**src/rtl/tensor_core_pkg.sv**
```systemverilog
// Shared element, matrix and state types for the tensor core loader.
package tensor_core_pkg;

    localparam int BUS_WIDTH = 8;

    typedef logic signed [BUS_WIDTH-1:0] int8_t;
    typedef int8_t mat4x4_t [4][4];

    typedef enum logic {
        FILL   = 1'b0,
        COMMIT = 1'b1
    } ldr_state_e;

endpackage

```
**src/rtl/tensor_core_matrix_loader.sv**
```systemverilog
// Streams int8 bytes into a staging buffer of 4x4 matrices and
// commits the whole frame to the register file with a one-cycle strobe.
module tensor_core_matrix_loader
    import tensor_core_pkg::*;
#(
    parameter int NUMBER_OF_REGISTERS = 32,
    parameter int NUMBER_OF_MATRICES  = NUMBER_OF_REGISTERS / 16
) (
    input  logic              clock_in,
    input  logic              reset_in,
    input  logic              stream_valid_in,
    input  logic signed [7:0] stream_data_in,
    input  logic              stream_last_in,
    output logic              stream_ready_out,
    output logic              bulk_write_enable_out,
    output logic signed [7:0] bulk_write_data_out [NUMBER_OF_MATRICES][4][4],
    output logic              short_frame_out,
    output logic [7:0]        commit_count_out
);

    localparam int CW = (NUMBER_OF_REGISTERS > 1) ?
                        $clog2(NUMBER_OF_REGISTERS) : 1;
    localparam logic [CW-1:0] LAST_IDX = CW'(NUMBER_OF_REGISTERS - 1);

    ldr_state_e    state_q, state_d;
    logic [CW-1:0] count_q, count_d;
    mat4x4_t       buf_q [NUMBER_OF_MATRICES];
    mat4x4_t       buf_d [NUMBER_OF_MATRICES];
    logic          short_q, short_d;
    logic [7:0]    commits_q, commits_d;
    logic          run_q;
    logic          accept;
    logic          frame_end;
    logic          early;

    always_comb begin
        state_d   = state_q;
        count_d   = count_q;
        buf_d     = buf_q;
        short_d   = short_q;
        commits_d = commits_q;

        // run_q keeps ready low until the first edge after reset release
        stream_ready_out = run_q && (state_q == FILL);
        accept    = stream_ready_out && stream_valid_in;
        frame_end = accept && (stream_last_in || count_q == LAST_IDX);
        early     = accept && stream_last_in && (count_q != LAST_IDX);

        case (state_q)
            FILL: begin
                if (accept) begin
                    count_d = count_q + 1'b1;
                    for (int m = 0; m < NUMBER_OF_MATRICES; m++) begin
                        for (int r = 0; r < 4; r++) begin
                            for (int c = 0; c < 4; c++) begin
                                if (m * 16 + r * 4 + c == int'(count_q)) begin
                                    buf_d[m][r][c] = stream_data_in;
                                end else if (early &&
                                    m * 16 + r * 4 + c > int'(count_q)) begin
                                    buf_d[m][r][c] = '0;
                                end
                            end
                        end
                    end
                    if (frame_end) begin
                        state_d = COMMIT;
                        count_d = '0;
                        short_d = early;
                    end
                end
            end
            COMMIT: begin
                state_d   = FILL;
                commits_d = commits_q + 8'd1;
            end
        endcase
    end

    always_comb begin
        bulk_write_enable_out = (state_q == COMMIT);
        short_frame_out       = (state_q == COMMIT) && short_q;
        commit_count_out      = commits_q;
        for (int m = 0; m < NUMBER_OF_MATRICES; m++) begin
            for (int r = 0; r < 4; r++) begin
                for (int c = 0; c < 4; c++) begin
                    bulk_write_data_out[m][r][c] = buf_q[m][r][c];
                end
            end
        end
    end

    always_ff @(posedge clock_in or posedge reset_in) begin
        if (reset_in) begin
            state_q   <= FILL;
            count_q   <= '0;
            short_q   <= 1'b0;
            commits_q <= '0;
            run_q     <= 1'b0;
            for (int m = 0; m < NUMBER_OF_MATRICES; m++) begin
                for (int r = 0; r < 4; r++) begin
                    for (int c = 0; c < 4; c++) begin
                        buf_q[m][r][c] <= '0;
                    end
                end
            end
        end else begin
            state_q   <= state_d;
            count_q   <= count_d;
            short_q   <= short_d;
            commits_q <= commits_d;
            run_q     <= 1'b1;
            buf_q     <= buf_d;
        end
    end

endmodule

```
**config.mk**
```make
export PLATFORM = sky130hd
export DESIGN_NAME = tensor_core_matrix_loader
export DESIGN_NICKNAME = d
export VERILOG_FILES = /design/src/rtl/tensor_core_pkg.sv /design/src/rtl/tensor_core_matrix_loader.sv
export SDC_FILE = /design/constraint.sdc
export NUM_CORES = 1
export LEC_CHECK = 0
export ABC_AREA = 1
export CAP_MARGIN = 10
export CELL_PAD_IN_SITES_DETAIL_PLACEMENT = 1
export CELL_PAD_IN_SITES_GLOBAL_PLACEMENT = 2
export CORE_UTILIZATION = 27
export CTS_CLUSTER_DIAMETER = 60
export DETAILED_ROUTE_END_ITERATION = 12
export PLACE_DENSITY_LB_ADDON = 0.08
export SYNTH_ARGS = -nofsm -noshare
export SYNTH_HDL_FRONTEND = slang
export SYNTH_SLANG_ARGS = --single-unit
export TNS_END_PERCENT = 50
```
**constraint.sdc**
```tcl
create_clock -name clock_in -period 10 [get_ports clock_in]
set_clock_uncertainty 0.1 [all_clocks]
set_input_delay 2 -clock clock_in [delete_from_list [all_inputs] [get_ports clock_in]]
set_output_delay 2 -clock clock_in [all_outputs]
set_load 0.01 [all_outputs]
```
==> flow_summary_export.csv <==
group,metric,value,unit
clock_tree,numCtsBuffers,36,
finish,n_fill_cell,4676,
routing,met1_length,20.2,mm
worst_setup_path,crit_path_top_delay_cell,"nor2_2",
grt,grt.overflow.total,0,
worst_setup_path,path_max_fanout,22,
placement,hpwl,29.8,mm
timing,rsz0062_at_grt,"no",
clock_tree,cts_setup_buffers,0,
grt,grt_antenna_before_repair,0,
timing,worstMarginPinSlew,0.935,ns
clock_tree,root_buffer,"clkbuf_16",
worst_setup_path,crit_path_start_kind,"input port",
placement,io_buffers,278,
clock_tree,cts_resized,0,
worst_setup_path,reg2reg_slack,6.21,ns
worst_setup_path,crit_required,10.32,ns
worst_setup_path,cpMostUsedCell,"nand2_1",
synthesis,async_flop_share,100,%
synthesis,synth_cells,1225,
grt,track_usage,21.1,%
synthesis,synth_area_leaders,"dfrtp_1 60%, nand3_1 13%, nand2_1 9.7%",
worst_setup_path,path_class,"in -> reg",
synthesis,synth_top_flop_cell,"dfrtp_1",
routing,drt_iter0_markers,672,
worst_setup_path,path_cells,"clkdlybuf4s50_1, nand3_2, nor2_2, nand2_1, o21ai_0, inv_2, nand2_1, nand2_1",
timing,fin_crit_sh,49.1,%
finish,syn2layout_area_growth,39.9,%
grt,grt_max_degree,137,
synthesis,synth_top_area_cell,"dfrtp_1",
worst_setup_path,cp.arrival,5.23,ns
routing,via_per_inst,4.84,
grt,first_global_vias,10400,
worst_hold_path,hold_start,"bulk_write_data_out[126]",
floorplan,fp-row-count,74,
clock_tree,clock_path_buffers,3,
pwr,power.total,3.29,mW
pwr,ir_drop,0.119,mV
clock_tree,cts_max_level,2,
clock_tree,clock_sinks,272,
timing,max_slew_margin,37.6,%
synthesis,syn_area_per_cell,9.22,um^2
routing,via_count,9898,
clock_tree,hold_buffers,0,
synthesis,seq_area_frac_synth,60.3,%
timing,finalSetupViolCount,0,
clock_tree,worstSkewPairLatency,0.53,ns
worst_setup_path,end_kind,"flip-flop",
synthesis,synth_edf_count,0,
routing,met3_length,2.52,mm
placement,dp_cells,1988,
floorplan,die_w,207,um
synthesis,synth_fp_nets,1244,
finish,instances_no_fill,2047,
worst_setup_path,crit_family,"simple AND/OR/NAND/NOR gates",
clock_tree,clk_pin_slew,0.05,ns
clock_tree,cts_tree,"built",
worst_setup_path,path_buf_inv,2,
timing,hold_viol,0,
run_status,outcome,"finished, violations left",
synthesis,ys_types,34,
routing,firstDrtPassIters,9,
synthesis,yosys-top-cells-count,"301 x nand3_1, 293 x nand2_1, 272 x dfrtp_1",
routing,highest_layer,"met4",
floorplan,dieArea,42700,um^2
worst_setup_path,slowest_delay,0.91,ns
timing,finalSetupTns,0,ns
timing,slew_violations,0,
floorplan,start_util,27.5,%
timing,min_period,4.91,ns
routing,drcViolationCount,20,
run_status,violations,"design-rule violations",
flow_run,maxCapViolCount,0,
pwr,leakage,7.41,nW
synthesis,synth_top_area_share,60.3,%
routing,route.detailed.wl_per_inst,21.7,um
routing,ant_nets,0,
synthesis,synth_seq_cells,272,
pwr,power-per-cell-area,208,nW/um^2
floorplan,core,41000,um^2
synthesis,post-synth-top-count-cell,"nand3_1",
synthesis,synth_area,11300,um^2
synthesis,yosys_warnings,0,
floorplan,ioPinCount,279,
grt,grt_pass1_wl,67.1,mm
floorplan,die_h,207,um
placement,gp_congestion,0.834,
timing,max_freq,204,MHz
worst_setup_path,reg2reg_from,"count_q[0]",
routing,wl,44.4,mm
finish,nNetsFinal,1513,
worst_setup_path,cp-startpoint,"stream_valid_in",
finish,diodes,0,
finish,final_layout_size_suffix_gt1_share,7.26,%
routing,met2_wirelength,20.9,mm
worst_hold_path,hp-class,"reg -> reg",
path summary, 6_finish.rpt:
kind / to / cells past startpoint
max in group asynchronous: bulk_write_data_out[158] / 3
max: bulk_write_data_out[75] / 8
max reg2reg: bulk_write_data_out[75] / 12
min: bulk_write_data_out[126] / 2
min reg2reg: bulk_write_data_out[126] / 2
min in group asynchronous: commit_count_out[4] / 2
placed cells by master (no fill, tap or decap), types with 10 or more instances in the layout:
master	n
nand3_1	301
nand2_1	293
clkdlybuf4s50_1	278
dfrtp_1	272
o21ai_0	133
clkbuf_16	37
nor2_1	35
inv_1	32
nand4_1	24
nand2_2	14
buf_4	11
inv_2	10
metrics by stage:
| stage | area (um^2) | setup slack (ns) | utilization, % | hold slack, ns |
|---|---|---|---|---|
| 3_5_place_dp | 14600 | 4.46 | 35.6 | 0.360 |
| 3_3_place_gp | 14600 | 4.55 | 35.6 | 0.355 |
| 5_1_grt | 15800 | 4.78 | 38.5 | 0.398 |
| 4_1_cts | 15800 | 5.03 | 38.5 | 0.374 |
| 6_report | 15800 | 5.09 | 38.5 | 0.370 |
| 2_1_floorplan | 11300 | 0.405 | - | 0.342 |
cells by family after synthesis:
group                    synth area share (%)
AO/OA/AOI/OAI                            6.52
flip-flops                               60.3
adder cells (fa/ha/maj)                 0.775
other                                  0.0332
XOR/XNOR                                0.543
AND/OR/NAND/NOR                          28.1
buffers and inverters                    3.72
worst min-delay path: stages (launching register included):
cell and delay (ns):
dfrtp_1 0.34, nand2_1 0.05, nand2_1 0.04
layout make-up:
class	instances	area (um^2)	share of cell area, %
sequential	272	6810	43.1
multi-input combinational	851	4070	25.8
timing repair buffer	290	2890	18.3
clock buffer	50	1050	6.68
tap	532	666	4.21
inverter	43	169	1.07
clock inverter	9	148	0.935
power by group:
part,internal (mW),switching (mW)
sequential,1.22,0.0990
clock,0.833,0.497
combinational,0.278,0.360
total,2.33,0.956
state kept, by name, indices dropped and copies added, names as in the netlist:
register,count
bulk_write_data_out,256
commit_count_out,8
count_q,5
bulk_write_enable_out,1
run_q,1
short_q,1
layer usage:
metal	vias up	GRT usage, %
met5	-	0
met4	0	5.86
met3	55	4.96
met2	212	33.6
met1	4939	28.6
li1	4692	-
(Power assumes the default switching activity.)
